--- src/rtl/speed_table_arbiter.sv ---
// speed_table_arbiter
// Round-robin arbiter sharing one single-port, fixed-latency speed-profile
// RAM between several step-motor channels. One read is granted per cycle.
// A tag pipe follows each read through the RAM latency, and the data is
// returned to its channel with a one-cycle strobe on a shared data bus.
// Each channel has at most one read outstanding at any time.

module speed_table_arbiter #(
  parameter int C_MOTOR_NBR           = 4,
  parameter int C_SPEED_ADDRESS_WIDTH = 9,
  parameter int C_SPEED_DATA_WIDTH    = 16,
  parameter int C_RD_LATENCY          = 2
) (
  input  logic                                         clk,
  input  logic                                         reset,
  input  logic [C_MOTOR_NBR-1:0]                       i_req,
  input  logic [C_MOTOR_NBR*C_SPEED_ADDRESS_WIDTH-1:0] i_addr,
  output logic [C_MOTOR_NBR-1:0]                       o_gnt,
  output logic                                         o_rd_en,
  output logic [C_SPEED_ADDRESS_WIDTH-1:0]             o_rd_addr,
  input  logic [C_SPEED_DATA_WIDTH-1:0]                i_rd_data,
  output logic [C_MOTOR_NBR-1:0]                       o_rvalid,
  output logic [C_SPEED_DATA_WIDTH-1:0]                o_rdata,
  output logic                                         o_busy
);

  localparam int C_IDX_W = (C_MOTOR_NBR > 1) ? $clog2(C_MOTOR_NBR) : 1;

  // Channel index, and one extra bit so that ptr + offset cannot overflow
  // before it is wrapped back into range.
  typedef logic [C_IDX_W-1:0] idx_t;
  typedef logic [C_IDX_W:0]   cand_t;

  // Arbitration state
  logic [C_MOTOR_NBR-1:0]           r_gnt;
  logic                             r_rd_en;
  logic [C_SPEED_ADDRESS_WIDTH-1:0] r_rd_addr;
  idx_t                             r_ptr;
  logic [C_MOTOR_NBR-1:0]           r_pending;
  logic                             r_busy;

  // Tag pipe: one stage per cycle of RAM latency
  logic                             r_tag_vld [C_RD_LATENCY];
  idx_t                             r_tag_idx [C_RD_LATENCY];

  // Return path
  logic [C_MOTOR_NBR-1:0]           r_rvalid;
  logic [C_SPEED_DATA_WIDTH-1:0]    r_rdata;

  // Combinational helpers
  logic [C_SPEED_ADDRESS_WIDTH-1:0] w_addr [C_MOTOR_NBR];
  logic [C_MOTOR_NBR-1:0]           w_eligible;
  logic                             w_found;
  idx_t                             w_win;
  cand_t                            w_cand;
  logic [C_MOTOR_NBR-1:0]           w_gnt_onehot;
  logic                             w_ret_vld;
  idx_t                             w_ret_idx;
  logic [C_MOTOR_NBR-1:0]           w_ret_onehot;
  logic [C_MOTOR_NBR-1:0]           w_pending_nxt;

  // Unpack the flat address bus into one address per channel.
  for (genvar g = 0; g < C_MOTOR_NBR; g++) begin : g_addr
    assign w_addr[g] = i_addr[g*C_SPEED_ADDRESS_WIDTH +: C_SPEED_ADDRESS_WIDTH];
  end

  // Round-robin search: the first eligible channel after the last winner.
  always_comb begin
    // NOTE: every variable written here gets a default first so that no path
    // leaves it unassigned, which would infer a latch.
    w_eligible   = i_req & ~r_pending;
    w_found      = 1'b0;
    w_win        = r_ptr;
    w_cand       = '0;
    w_gnt_onehot = '0;
    for (int i = 1; i <= C_MOTOR_NBR; i++) begin
      w_cand = cand_t'(r_ptr) + cand_t'(i);
      if (w_cand >= cand_t'(C_MOTOR_NBR)) begin
        w_cand = w_cand - cand_t'(C_MOTOR_NBR);
      end
      if (!w_found && w_eligible[idx_t'(w_cand)]) begin
        w_found = 1'b1;
        w_win   = idx_t'(w_cand);
      end
    end
    w_gnt_onehot[w_win] = w_found;
  end

  // Decode the tag at the end of the pipe; the RAM data is valid this cycle.
  always_comb begin
    w_ret_vld               = r_tag_vld[C_RD_LATENCY-1];
    w_ret_idx               = r_tag_idx[C_RD_LATENCY-1];
    w_ret_onehot            = '0;
    w_ret_onehot[w_ret_idx] = w_ret_vld;
    // A channel is never granted while pending, so set and clear of the same
    // bit can never coincide.
    w_pending_nxt           = (r_pending | w_gnt_onehot) & ~w_ret_onehot;
  end

  // Register the grant, the RAM read port and the round-robin pointer.
  always_ff @(posedge clk or posedge reset) begin
    // NOTE: sequential state uses non-blocking assignments so every flop
    // samples the pre-edge values, independent of statement order.
    if (reset) begin
      r_gnt     <= '0;
      r_rd_en   <= 1'b0;
      r_rd_addr <= '0;
      r_ptr     <= idx_t'(C_MOTOR_NBR - 1);
    end else begin
      r_gnt   <= w_gnt_onehot;
      r_rd_en <= w_found;
      if (w_found) begin
        r_rd_addr <= w_addr[w_win];
        r_ptr     <= w_win;
      end
    end
  end

  // Track per-channel outstanding reads and the aggregate busy flag.
  always_ff @(posedge clk or posedge reset) begin
    if (reset) begin
      r_pending <= '0;
      r_busy    <= 1'b0;
    end else begin
      r_pending <= w_pending_nxt;
      r_busy    <= |w_pending_nxt;
    end
  end

  // Shift the {valid, index} tag alongside the RAM read latency. While
  // o_rd_en is high r_ptr holds the channel just granted, so it is the tag.
  always_ff @(posedge clk or posedge reset) begin
    // NOTE: the tag pipe is a handful of flops, not a RAM, and must be cleared
    // so that reads in flight at reset never produce a return strobe.
    if (reset) begin
      for (int s = 0; s < C_RD_LATENCY; s++) begin
        r_tag_vld[s] <= 1'b0;
        r_tag_idx[s] <= '0;
      end
    end else begin
      r_tag_vld[0] <= r_rd_en;
      r_tag_idx[0] <= r_ptr;
      for (int s = 1; s < C_RD_LATENCY; s++) begin
        r_tag_vld[s] <= r_tag_vld[s-1];
        r_tag_idx[s] <= r_tag_idx[s-1];
      end
    end
  end

  // Capture returning RAM data and strobe the owning channel for one cycle.
  always_ff @(posedge clk or posedge reset) begin
    if (reset) begin
      r_rvalid <= '0;
      r_rdata  <= '0;
    end else begin
      r_rvalid <= w_ret_onehot;
      if (w_ret_vld) begin
        r_rdata <= i_rd_data;
      end
    end
  end

  assign o_gnt     = r_gnt;
  assign o_rd_en   = r_rd_en;
  assign o_rd_addr = r_rd_addr;
  assign o_rvalid  = r_rvalid;
  assign o_rdata   = r_rdata;
  assign o_busy    = r_busy;

endmodule

--- config.mk ---
export PLATFORM = sky130hd
export DESIGN_NAME = speed_table_arbiter
export DESIGN_NICKNAME = d
export VERILOG_FILES = /design/src/rtl/speed_table_arbiter.sv
export SDC_FILE = /design/constraint.sdc
export NUM_CORES = 1
export LEC_CHECK = 0
export ABC_AREA = 0
export BUFFER_PORTS_ARGS = -buffer_cell sky130_fd_sc_hd__clkbuf_2
export CORE_ASPECT_RATIO = 0.8
export CORE_MARGIN = 3
export CORE_UTILIZATION = 49
export CTS_BUF_LIST = sky130_fd_sc_hd__clkbuf_4 sky130_fd_sc_hd__clkbuf_8
export CTS_CLUSTER_SIZE = 14
export DETAILED_ROUTE_END_ITERATION = 6
export GPL_ROUTABILITY_DRIVEN = 0
export HOLD_SLACK_MARGIN = 0.03
export PLACE_DENSITY = 0.82
export SYNTH_ARGS = -nofsm -noshare
export SYNTH_HDL_FRONTEND = slang
export SYNTH_SLANG_ARGS = --single-unit
--- constraint.sdc ---
create_clock -name clk -period 2.5 [get_ports clk]
set_clock_uncertainty 0.2 [all_clocks]
set_input_delay 0.5 -clock clk [delete_from_list [all_inputs] [get_ports clk]]
set_output_delay 0.5 -clock clk [all_outputs]
set_load 0.01 [all_outputs]
# After elaboration in Yosys (flattened, before gate mapping)
# Cells that the tools add are included.
[word_totals] register_bits=47 inputBits=58 out_inout_bits=35 word_cells=77
[op_classes] add_sub_neg=8 n_lt_le_gt_ge=13 muxes=27 bitwise_logic=8 n_reduce_logical=9
[op_table] operator="binary-select mux 9 bit (select 2 bit)" n=1
[op_table] operator="less-than comparator 2 x 3 -> 1 bit (second input constant)" n=6
[op_table] operator="two-way mux 9 bit" n=2
[op_table] operator="AND 4 bit" n=4
[op_table] operator="two-way mux 2 bit" n=8
[op_table] operator=">= comparator 3 bit (second input constant)" n=5
[op_table] operator="two-way mux 1 bit" n=10
[op_table] operator="binary-select mux 1 bit (select 2 bit)" n=4
[op_table] operator="NOT 4 bit" n=2
[op_table] operator="subtractor 2 x 1 -> 2 bit (second input constant)" n=4
[op_table] operator="adder 2 x 2 -> 3 bit (second input constant)" n=2
[op_table] operator="logical AND 1 bit" n=5
[op_table] operator="demux 1 bit (select 2 bit)" n=2
[op_table] operator=">= comparator 2 x 1 -> 1 bit (second input constant)" n=2
[op_table] operator="bitwise OR 4 bit" n=1
[op_table] operator="OR reduction 4 bit" n=1
[op_table] operator="adder 2 x 1 -> 3 bit (second input constant)" n=1
[op_table] operator="adder 2 x 3 -> 3 bit (second input constant)" n=1
[op_table] operator="zero test 1 bit" n=3
[op_table] operator="NOT 2 -> 3 bit" n=1

# Logic depth before layout (Yosys ltp)
# Gate-level depths: netlist of run 1.
[depth] ltp_word=23 ltp_mapped=8 mapped_depth_nobuf=6

# Least setup slack after synthesis of run 1
# Ideal clock, no wire load.
[synth_path] path_type="input-to-reg" start="input i_req[1]" end="register r_busy, in the netlist o_busy" setup_ns=0.143 arrival_ns=1.774 t_required_ns=2.157 slack_ns=0.384 stages=8 path_buffers=2 path_cell_list="nor2b_1 > a22o_1 > buf_2 > a21oi_4 > inv_2 > buf_6 > o211ai_1 > o2111ai_1"
[synth_via] elab_chain_cells=21 elab_cells_between_ends=32 classes_between="order compare (2); mux (18); bitwise (4); reduce/logical (8)"
[synth_rtl] item="from (decl)" line_no="16" text="input logic [C_MOTOR_NBR-1:0] i_req,"
[synth_rtl] item="AND 4 bit (*)" line_no="71" text="w_eligible = i_req & ~r_pending;"
[synth_rtl] item="binary-select mux 1 bit (select 2 bit)" line_no="81" text="if (!w_found && w_eligible[idx_t'(w_cand)]) begin"
[synth_rtl] item="two-way mux 1 bit (not written as such)" line_no="81"
[synth_rtl] item="two-way mux 1 bit" line_no="81"
[synth_rtl] item="zero test 1 bit" line_no="81"
[synth_rtl] item="logical AND 1 bit" line_no="81"
[synth_rtl] item="two-way mux 1 bit" line_no="81"
[synth_rtl] item="zero test 1 bit" line_no="81"
[synth_rtl] item="(+5 left out)"
[synth_rtl] item="less-than comparator 2 x 3 -> 1 bit (not written as such) / >= comparator 2 x 1 -> 1 bit (equally long branches)" line_no="86" text="w_gnt_onehot[w_win] = w_found;"
[synth_rtl] item="logical AND 1 bit (not written as such)" line_no="86"
[synth_rtl] item="two-way mux 1 bit (not written as such)" line_no="86"
[synth_rtl] item="demux 1 bit (select 2 bit)" line_no="86"
[synth_rtl] item="AND 4 bit (no line) (*)"
[synth_rtl] item="bitwise OR 4 bit (*)" line_no="97" text="w_pending_nxt = (r_pending | w_gnt_onehot) & ~w_ret_onehot;"
[synth_rtl] item="AND 4 bit (*)" line_no="97"
[synth_rtl] item="OR reduction 4 bit (*)" line_no="126" text="r_busy <= |w_pending_nxt;"
[synth_rtl] item="to (signal assigned)" line_no="126"
[synth_rtl] item="to (decl)" line_no="40" text="logic r_busy;"
# Every way passes the cells marked *; elsewhere a longest branch is shown, timed or not. The select of a mux whose other input is x is not followed.
# A chain may end at the register's enable or synchronous reset.

# Worst setup path in the final report of run 1
[layout_path] start="register r_pending[3]" end="register r_rd_addr[2], in the netlist o_rd_addr[2]"
[layout_via] elab_chain_cells=18 elab_cells_between_ends=28 classes_between="mux (19); bitwise (3); reduce/logical (6)"
[layout_rtl] item="from (decl)" line_no="39" text="logic [C_MOTOR_NBR-1:0] r_pending;"
[layout_rtl] item="from (signal assigned)" line_no="125" text="r_pending <= w_pending_nxt;"
[layout_rtl] item="NOT 4 bit (*)" line_no="71"
[layout_rtl] item="AND 4 bit (*)" line_no="71"
[layout_rtl] item="binary-select mux 1 bit (select 2 bit)" line_no="81"
[layout_rtl] item="two-way mux 1 bit (not written as such)" line_no="81"
[layout_rtl] item="two-way mux 1 bit" line_no="81"
[layout_rtl] item="zero test 1 bit" line_no="81"
[layout_rtl] item="logical AND 1 bit" line_no="81"
[layout_rtl] item="two-way mux 1 bit" line_no="81"
[layout_rtl] item="zero test 1 bit" line_no="81"
[layout_rtl] item="logical AND 1 bit" line_no="81"
[layout_rtl] item="two-way mux 1 bit" line_no="81"
[layout_rtl] item="zero test 1 bit" line_no="81"
[layout_rtl] item="logical AND 1 bit" line_no="81"
[layout_rtl] item="two-way mux 2 bit" line_no="81"
[layout_rtl] item="NOT 2 -> 3 bit (not written as such)" line_no="113" text="r_rd_addr <= w_addr[w_win];"
[layout_rtl] item="binary-select mux 9 bit (select 2 bit)" line_no="113"
[layout_rtl] item="two-way mux 9 bit (not written as such) (2 in series)" line_no="113"
[layout_rtl] item="to (signal assigned)" line_no="113"
[layout_rtl] item="to (decl)" line_no="37" text="logic [C_SPEED_ADDRESS_WIDTH-1:0] r_rd_addr;"
# Marked as above.

==> results of run 1 <==
-- power breakdown --
| part | total (mW) | internal [mW] | leakage, nW | switching, mW |
|---|---|---|---|---|
| registers | 1.27 | 1.08 | 0.550 | 0.185 |
| logic | 1.57 | 0.706 | 0.822 | 0.861 |
| clock network | 0.449 | 0.218 | 0.0491 | 0.231 |
-- stage by stage --
step                instance area, um2  std cells
floorplan                         2107        181
finish                            2738        335
detailed placement                2643        327
CTS                               2731        335
global route                      2738        335
global placement                  2643        327
-- worst paths after layout --
kind | slack, ps | endpoint | startpoint
hold / removal | 120 | o_rdata[14]$_DFFE_PP0P_ | reset
setup reg to reg | 270 | o_rd_addr[2]$_DFFE_PP0P_ | r_pending[3]$_DFF_PP0_
min in group clk | 150 | w_ret_idx[1]$_DFF_PP0_ | r_tag_idx[3]$_DFF_PP0_
setup / recovery | 270 | o_rd_addr[2]$_DFFE_PP0P_ | r_pending[3]$_DFF_PP0_
max in group asynchronous | 1600 | r_ptr[0]$_DFFE_PP1P_ | reset
hold reg to reg | 150 | w_ret_idx[1]$_DFF_PP0_ | r_tag_idx[3]$_DFF_PP0_
-- kinds of logic after synthesis --
| family | synth area share (%) |
|---|---|
| buf+inv | 6.354 |
| compound gates | 15.56 |
| flops | 55.94 |
| simple gates | 9.324 |
| mux | 12.83 |
-- per-layer routing --
metal,vias up,GRT usage [%]
met5,-,0
met4,0,7.296
met3,2,3.611
met2,38,32.25
met1,822,24.84
li1,834,-
-- cells in the mapped netlist (2+ instances only) --
library cell | instances | area [um2]
nand2b_1 | 2 | 12.51
a211oi_1 | 27 | 202.7
buf_6 | 3 | 33.78
nor2b_1 | 5 | 31.28
nand2_1 | 3 | 11.26
buf_2 | 2 | 10.01
dfrtp_1 | 45 | 1126
mux2i_1 | 9 | 90.09
inv_1 | 19 | 71.32
nor2_1 | 19 | 71.32
clkbuf_1 | 2 | 7.510
a21oi_1 | 3 | 15.01
mux2_2 | 16 | 180.2
o211ai_1 | 4 | 30.03
or3b_2 | 2 | 17.52
dfstp_2 | 2 | 52.55
-- registers in the layout (all words and copies together) (netlist names) --
signal     flops
r_ptr          2
o_gnt          4
o_rdata       16
w_ret_vld      1
r_tag_idx      2
o_rd_addr      9
o_rvalid       4
o_busy         1
r_tag_vld      1
w_ret_idx      2
o_rd_en        1
r_pending      4
-- final cells by class --
| class | count | area share [%] |
|---|---|---|
| clock buffer | 7 | 3.062 |
| clock inverter | 1 | 0.1828 |
| inverter | 20 | 2.742 |
| multi-input combinational | 106 | 29.25 |
| sequential | 47 | 43.05 |
| tap | 55 | 2.514 |
| timing repair buffer | 99 | 19.20 |
-- critical path, stage by stage (launching register included) --
cell	delay, ps
dfrtp_1	440
or3b_2	480
a22oi_1	250
o21a_1	420
a211oi_1	100
a211oi_1	230
==> flow_metrics.env, run 1 <==
export IMPL_cts_buffer_depth=2
export IMPL_place_ws_ps=130.9
export IMPL_fin_crit_ps=2227
export IMPL_finalHoldViolations=0
export IMPL_syn_area_per_cell_um2=11.64
export IMPL_yosys_most_used_dff="dfrtp_1"
export IMPL_drt_initial_drc_count=83
export IMPL_h_tree_depth=2
export IMPL_top_layer="met4"
export IMPL_ant_nets=0
export IMPL_hold_path_class="input pin to async pin"
export IMPL_grt_max_degree=48
export IMPL_syn_area_mm2=0.002107
export IMPL_grt_use_total_pct=19.24
export IMPL_hpwl_mm=3.560
export IMPL_clock_sinks=47
export IMPL_nFillCells=321
export IMPL_worst_pin_slew_ps=556.0
export IMPL_synth_cell_type_count=34
export IMPL_num_vias=1696
export IMPL_drt_met1_wl_mm=2.044
export IMPL_grt_pass1_wl_mm=7.769
export IMPL_nets=337
export IMPL_initial_core_util_pct=53.29
export IMPL_diodes=0
export IMPL_synth_fp_nets=239
export IMPL_routed_wl_met2_mm=2.361
export IMPL_die_height_um=64.65
export IMPL_drt_first_pass_iters=4
export IMPL_clock_fmax_mhz=449.1
export IMPL_cp_data_arrival_time_ps=2230
export IMPL_overflow=0
export IMPL_first_global_vias=1716
export IMPL_cp_max_fo=11
export IMPL_setup_violations_final=0
export IMPL_wl_met3_um=202
export IMPL_irDropWorstVdd_v=0.0007720
export IMPL_yosys_register_bits=47
export IMPL_cp_start_kind="flip-flop"
export IMPL_io_pins=93
export IMPL_ys_seq_area_share_pct=55.94
export IMPL_finalCritPeriodShare_pct=89.07
export IMPL_finalSetupTns_ps=0
export IMPL_ys_warnings_count=0
export IMPL_cts_buffers=5
export IMPL_required_ps=2500
export IMPL_core_area_mm2=0.003954
export IMPL_ff_latch_area_mm2=0.001179
export IMPL_wl_mm=4.638
export IMPL_setup_ws_ps=273.2
export IMPL_finish_utilization_pct=69.24
export IMPL_synthCells=181
export IMPL_powerDensity_mw_per_mm2=1199
export IMPL_hold_worst_slack_ps=123.7
export IMPL_slew_limit_headroom_pct=62.93
export IMPL_via_per_inst=5.063
export IMPL_synth_enable_flop_cells=0
export IMPL_critPathCaptureType="flip-flop"
export IMPL_die_area_mm2=0.005128
export IMPL_rsz0062_at_grt="no"
export IMPL_antenna_found_initial=0
export IMPL_drc_errors=0
export IMPL_cts_resized=0
export IMPL_crit_type="flip-flop to flip-flop"
export IMPL_cts_tree="yes"
export IMPL_die_width_um=79.32
export IMPL_clockRootBuffer="clkbuf_8"
export IMPL_status="finished clean"
export IMPL_drive_gt1_share_pct=47.14
export IMPL_numPortBuffers=92
export IMPL_post_cts_repair_setup_buffers=0
export IMPL_holdBufCountCts=0
export IMPL_cap_violations=0
export IMPL_p_leak_nw=1.421
export IMPL_r2r_worst_path_cells=5
export IMPL_maxSlewViolCount=0
export IMPL_routedWlPerCell_um=13.84
export IMPL_fp_row_count=20
export IMPL_final_cell_mix="clkbuf_2 (92), dfrtp_1 (45), a211oi_1 (27)"
export IMPL_clk_latency_ps=290
export IMPL_multiInputGateArea_um2=800.8
export IMPL_cts_clk_slew_worst_paths_ps=80
export IMPL_total_power_mw=3.282
export IMPL_final_common_cell="clkbuf_2"
export IMPL_async_reset_ff_share_pct=100.0
export IMPL_syn_to_final_growth_pct=29.93
Power figures use the tool's default switching activity.
==> inputs of run 2 (changes only) <==
- PLACE_DENSITY: 0.82 -> 0.91
- clock period: 2.5 -> 2.3 ns (I/O delays scaled with it)
==> flow_metrics.env, run 2 (synthesis gave the netlist of run 1 again) <==
export IMPL_clock_sinks=47
export IMPL_cts_tree="yes"
export IMPL_setup_violations_final=0
export IMPL_first_global_vias=1721
export IMPL_final_common_cell="clkbuf_2"
export IMPL_cp_data_arrival_time_ps=2090
export IMPL_grt_use_total_pct=19.45
export IMPL_post_cts_repair_setup_buffers=0
export IMPL_worst_pin_slew_ps=476.0
export IMPL_overflow=0
export IMPL_hold_path_class="flip-flop to flip-flop"
export IMPL_finalCritPeriodShare_pct=90.83
export IMPL_p_comb_share_pct=45.9
export IMPL_dp_cells=329
export IMPL_required_ps=2300
export IMPL_grt_max_degree=24
export IMPL_antenna_found_initial=0
export IMPL_cts_clk_slew_worst_paths_ps=80
export IMPL_seqPwrFrac_pct=37.2
export IMPL_cp_start_kind="flip-flop"
export IMPL_irDropWorstVdd_v=0.0008187
export IMPL_p_leak_nw=1.444
export IMPL_drt_met1_wl_mm=2.006
export IMPL_finalSetupTns_ps=0
export IMPL_slew_limit_headroom_pct=68.22
export IMPL_clkPwrFrac_pct=16.9
export IMPL_final_cell_mix="clkbuf_2 (92), dfrtp_1 (45), a211oi_1 (27)"
export IMPL_clock_fmax_mhz=478.7
export IMPL_drt_first_pass_iters=4
export IMPL_wl_mm=4.637
export IMPL_drive_gt1_share_pct=47.70
export IMPL_largest_register_ffs=16
export IMPL_setup_ws_ps=210.9
export IMPL_dpl_cell_area_mm2=0.002645
export IMPL_fin_area_mm2=0.002784
export IMPL_crit_type="flip-flop to flip-flop"
export IMPL_p_sw_mw=1.397
export IMPL_h_tree_depth=2
export IMPL_cts_buffers=5
export IMPL_routedWlPerCell_um=13.72
export IMPL_internal_power_mw=2.292
export IMPL_cts_buffer_depth=2
export IMPL_fp_row_count=20
export IMPL_finalHoldViolations=0
export IMPL_die_height_um=64.65
export IMPL_ff_latch_area_mm2=0.001179
export IMPL_diodes=0
export IMPL_drt_initial_drc_count=68
export IMPL_routed_wl_met2_mm=2.272
export IMPL_rsz0062_at_grt="no"
export IMPL_via_per_inst=5.127
export IMPL_final_cells=338
export IMPL_num_vias=1733
export IMPL_die_area_mm2=0.005128
export IMPL_clockRootBuffer="clkbuf_8"
export IMPL_core_area_mm2=0.003954
export IMPL_clk_latency_ps=290
export IMPL_hpwl_mm=3.671
export IMPL_wl_met3_um=256
export IMPL_fin_crit_ps=2089
export IMPL_initial_core_util_pct=53.29
export IMPL_top_layer="met4"
export IMPL_drc_errors=0
export IMPL_grt_pass1_wl_mm=7.748
export IMPL_syn_to_final_growth_pct=32.13
export IMPL_swShare_pct=37.87
export IMPL_place_ws_ps=-97.56
export IMPL_io_pins=93
export IMPL_numPortBuffers=92
export IMPL_status="finished clean"
export IMPL_cp_max_fo=11
export IMPL_ant_nets=0
export IMPL_critPathCaptureType="flip-flop"
export IMPL_die_width_um=79.32
export IMPL_nets=340
export IMPL_cap_violations=0
export IMPL_powerDensity_mw_per_mm2=1325
export IMPL_maxSlewViolCount=0
export IMPL_multiInputGateArea_um2=802.0
export IMPL_total_power_mw=3.689
export IMPL_nFillCells=304
-- run 2: final timing paths --
| kind | start | to | slack [ps] | cells after the start |
|---|---|---|---|---|
| setup / recovery | r_pending[3]$_DFF_PP0_ | o_rd_addr[0]$_DFFE_PP0P_ | 210 | 5 |
| hold / removal | r_tag_vld[1]$_DFF_PP0_ | w_ret_vld$_DFF_PP0_ | 160 | 0 |
| setup reg to reg | r_pending[3]$_DFF_PP0_ | o_rd_addr[0]$_DFFE_PP0P_ | 210 | 5 |
| hold reg to reg | r_tag_vld[1]$_DFF_PP0_ | w_ret_vld$_DFF_PP0_ | 160 | 0 |
| max in group asynchronous | reset | r_ptr[1]$_DFFE_PP1P_ | 790 | 4 |
| min in group asynchronous | reset | o_rvalid[1]$_DFF_PP0_ | 510 | 3 |
-- run 2: area by class of cell --
class	count	share of cell area [%]
multi-input cells	106	28.81
well taps	55	2.472
repair buffers	102	19.33
inverters	20	2.697
clock inverters	2	1.393
clock buffers	6	2.966
flip-flops and latches	47	42.34
-- run 2: what timing repair did --
item	CTS	global route
endpoints found under the hold margin	20	0
hold buffers	1	0
endpoints found under the setup margin	0	10
gates resized for setup	0	2
-- run 2: critical path, stage by stage (launching register included) --
cell	delay, ps
dfrtp_1	430
or3b_2	480
a22oi_1	260
o21a_2	320
a211oi_1	90
a211oi_1	230
-- run 2: power groups by stage --
| stage | clock, mW | combinational, mW | sequential (mW) |
|---|---|---|---|
| after detailed placement | 0 | 1.69 | 1.38 |
| after CTS | 0.633 | 1.70 | 1.37 |
| after global placement | 0 | 1.64 | 1.37 |
| after floorplan | 0 | 1.09 | 1.45 |
| after global routing | 0.678 | 1.88 | 1.42 |
| final | 0.625 | 1.69 | 1.37 |
-- run 2: stage by stage --
stage                     utilization, %  hold WS, ps
after floorplan                        -        131.2
after global placement             66.90        132.2
after detailed placement           66.90        136.3
after CTS                          70.22        155.5
after global routing               70.41        164.9
final                              70.41        155.8
-- run 2: layer usage --
metal / GRT usage, % / vias up
li1: - / 843
met1: 25.36 / 824
met2: 30.88 / 56
met3: 4.722 / 10
met4: 8.584 / 0
met5: 0 / -
==> inputs of run 3 (changes only) <==
- CORE_UTILIZATION: 49 -> 45
- PLACE_DENSITY: 0.91 -> 0.86
==> flow_metrics.env, run 3 (synthesis gave the netlist of run 1 again) <==
export IMPL_slew_limit_headroom_pct=63.52
export IMPL_cts_clk_slew_worst_paths_ps=90
export IMPL_drive_gt1_share_pct=48.24
export IMPL_p_sw_mw=1.472
export IMPL_whs_path_depth=0
export IMPL_grt_max_degree=46
export IMPL_maxSlewViolCount=0
export IMPL_clockRootBuffer="clkbuf_8"
export IMPL_slowest_stage="dfstp_2"
export IMPL_p_comb_share_pct=49.3
export IMPL_final_common_cell="clkbuf_2"
export IMPL_r2r_slack_ps=100
export IMPL_internal_power_mw=2.222
export IMPL_syn_to_final_growth_pct=32.42
export IMPL_crit_type="flip-flop to flip-flop"
export IMPL_clkPwrFrac_pct=13.3
export IMPL_cts_tree="yes"
export IMPL_setup_violations_final=0
export IMPL_rsz0062_at_grt="yes"
export IMPL_ant_nets=0
export IMPL_hold_worst_slack_ps=152.9
export IMPL_die_width_um=82.51
export IMPL_max_stage_delay_ps=610
export IMPL_place_ws_ps=65.83
export IMPL_final_cell_mix="clkbuf_2 (92), dfrtp_1 (45), a211oi_1 (26)"
export IMPL_largest_register_ffs=16
export IMPL_status="finished clean"
export IMPL_required_ps=2270
export IMPL_die_height_um=67.20
export IMPL_worstPathCellList="nor4b_1, buf_4, a211o_1, a21oi_4, inv_4, a211oi_1, a211oi_2"
export IMPL_num_vias=1768
export IMPL_cts_buffer_depth=2
export IMPL_cts_buffers=5
export IMPL_grt_use_total_pct=18.15
export IMPL_hp_start="r_tag_idx[2]$_DFF_PP0_"
export IMPL_nFillCells=354
export IMPL_core_area_mm2=0.004335
export IMPL_first_global_vias=1603
export IMPL_cap_violations=0
export IMPL_numPortBuffers=92
export IMPL_finalHoldViolations=0
export IMPL_finalSetupTns_ps=0
export IMPL_powerDensity_mw_per_mm2=1324
export IMPL_critPathCaptureType="flip-flop"
export IMPL_die_area_mm2=0.005544
export IMPL_h_tree_depth=2
export IMPL_drc_errors=0
export IMPL_grt_pass1_wl_mm=7.555
export IMPL_setup_ws_ps=100.8
export IMPL_io_pins=93
export IMPL_r2r_end="o_rd_addr[5]$_DFFE_PP0P_"
export IMPL_worst_pin_slew_ps=547.2
export IMPL_seqPwrFrac_pct=37.4
export IMPL_initial_core_util_pct=48.60
export IMPL_cp_max_fo=14
export IMPL_min_to="w_ret_idx[0]$_DFF_PP0_"
export IMPL_cp_start_kind="flip-flop"
export IMPL_fin_crit_ps=2199
export IMPL_cp_data_arrival_time_ps=2170
export IMPL_routedWlPerCell_um=14.42
export IMPL_wl_mm=4.918
export IMPL_swShare_pct=39.84
export IMPL_drt_first_pass_iters=4
export IMPL_via_per_inst=5.185
export IMPL_drt_initial_drc_count=103
export IMPL_clock_sinks=47
export IMPL_diodes=0
export IMPL_nets=341
export IMPL_p_leak_nw=1.432
export IMPL_reg2reg_from="r_ptr[0]$_DFFE_PP1P_"
export IMPL_fp_row_count=21
export IMPL_cp_num_buf_inv=2
export IMPL_finish_utilization_pct=64.36
export IMPL_finalCritPeriodShare_pct=95.62
export IMPL_antenna_found_initial=0
export IMPL_cp_top_family="compound AO/OA/AOI/OAI gates"
export IMPL_hold_path_class="flip-flop to flip-flop"
export IMPL_irDropWorstVdd_v=0.001201
export IMPL_hpwl_mm=3.729
export IMPL_clock_fmax_mhz=454.7
export IMPL_r2r_worst_path_cells=7
export IMPL_clk_latency_ps=300
export IMPL_overflow=0
## run 3: what timing repair did
| action | 4_1_cts | 5_1_grt |
|---|---|---|
| hold endpoints to repair | 2 | 0 |
| gates resized for setup | 0 | 7 |
| hold buffers | 1 | 0 |
| endpoints found under the setup margin | 0 | 2 |
| buffers inserted | 0 | 2 |
## run 3: power groups by stage
| stage | sequential, mW | clock (mW) | combinational (mW) |
|---|---|---|---|
| after global routing | 1.43 | 0.551 | 2.00 |
| after global placement | 1.38 | 0 | 1.68 |
| after detailed placement | 1.39 | 0 | 1.71 |
| after CTS | 1.38 | 0.506 | 1.72 |
| final | 1.38 | 0.492 | 1.82 |
| after floorplan | 1.45 | 0 | 1.09 |
## run 3: how the worst max path moves through the flow
stage / startpoint / cells past startpoint / slack [ps] / endpoint
floorplan: r_ptr[1]$_DFFE_PP1P_ / 8 / 210 / o_busy$_DFF_PP0_
global placement: i_req[3] / 7 / 90 / o_rd_addr[5]$_DFFE_PP0P_
detailed placement: i_req[3] / 7 / 70 / o_rd_addr[2]$_DFFE_PP0P_
CTS: r_ptr[0]$_DFFE_PP1P_ / 7 / 100 / o_rd_addr[2]$_DFFE_PP0P_
global route: r_ptr[0]$_DFFE_PP1P_ / 7 / -30 / o_rd_addr[5]$_DFFE_PP0P_
finish: r_ptr[0]$_DFFE_PP1P_ / 7 / 100 / o_rd_addr[5]$_DFFE_PP0P_
## run 3: stage by stage
| step | area, um2 | power, mW | std cells |
|---|---|---|---|
| 2_1_floorplan | 2107 | 2.547 | 181 |
| 3_3_place_gp | 2653 | 3.056 | 330 |
| 3_5_place_dp | 2653 | 3.107 | 330 |
| 4_1_cts | 2751 | 3.612 | 339 |
| 5_1_grt | 2790 | 3.976 | 341 |
| 6_report | 2790 | 3.694 | 341 |
## run 3: routing by layer
layer,up-vias,global-route usage (%),share of wire (%)
met5,-,0,0
met4,0,7.551,2.5
met3,13,4.267,6.5
met2,61,28.10,49
met1,848,24.55,42
li1,846,-,-
## run 3: final cells by class
type                    instances  area [um2]  area share, %
clock inverters                 3       20.02         0.7175
well taps                      57       71.32          2.556
flip-flops and latches         47        1179          42.24
clock buffers                   5       68.82          2.466
repair buffers                103       565.5          20.27
multi-input cells             106       808.3          28.97
inverters                      20       77.57          2.780
## run 3: worst reg2reg max path, stage by stage, from the launching register on
cell      delay, ps
dfstp_2         610
nor4b_1          80
buf_4           140
a211o_1         280
a21oi_4         230
inv_4           120
a211oi_1        330
a211oi_2         80
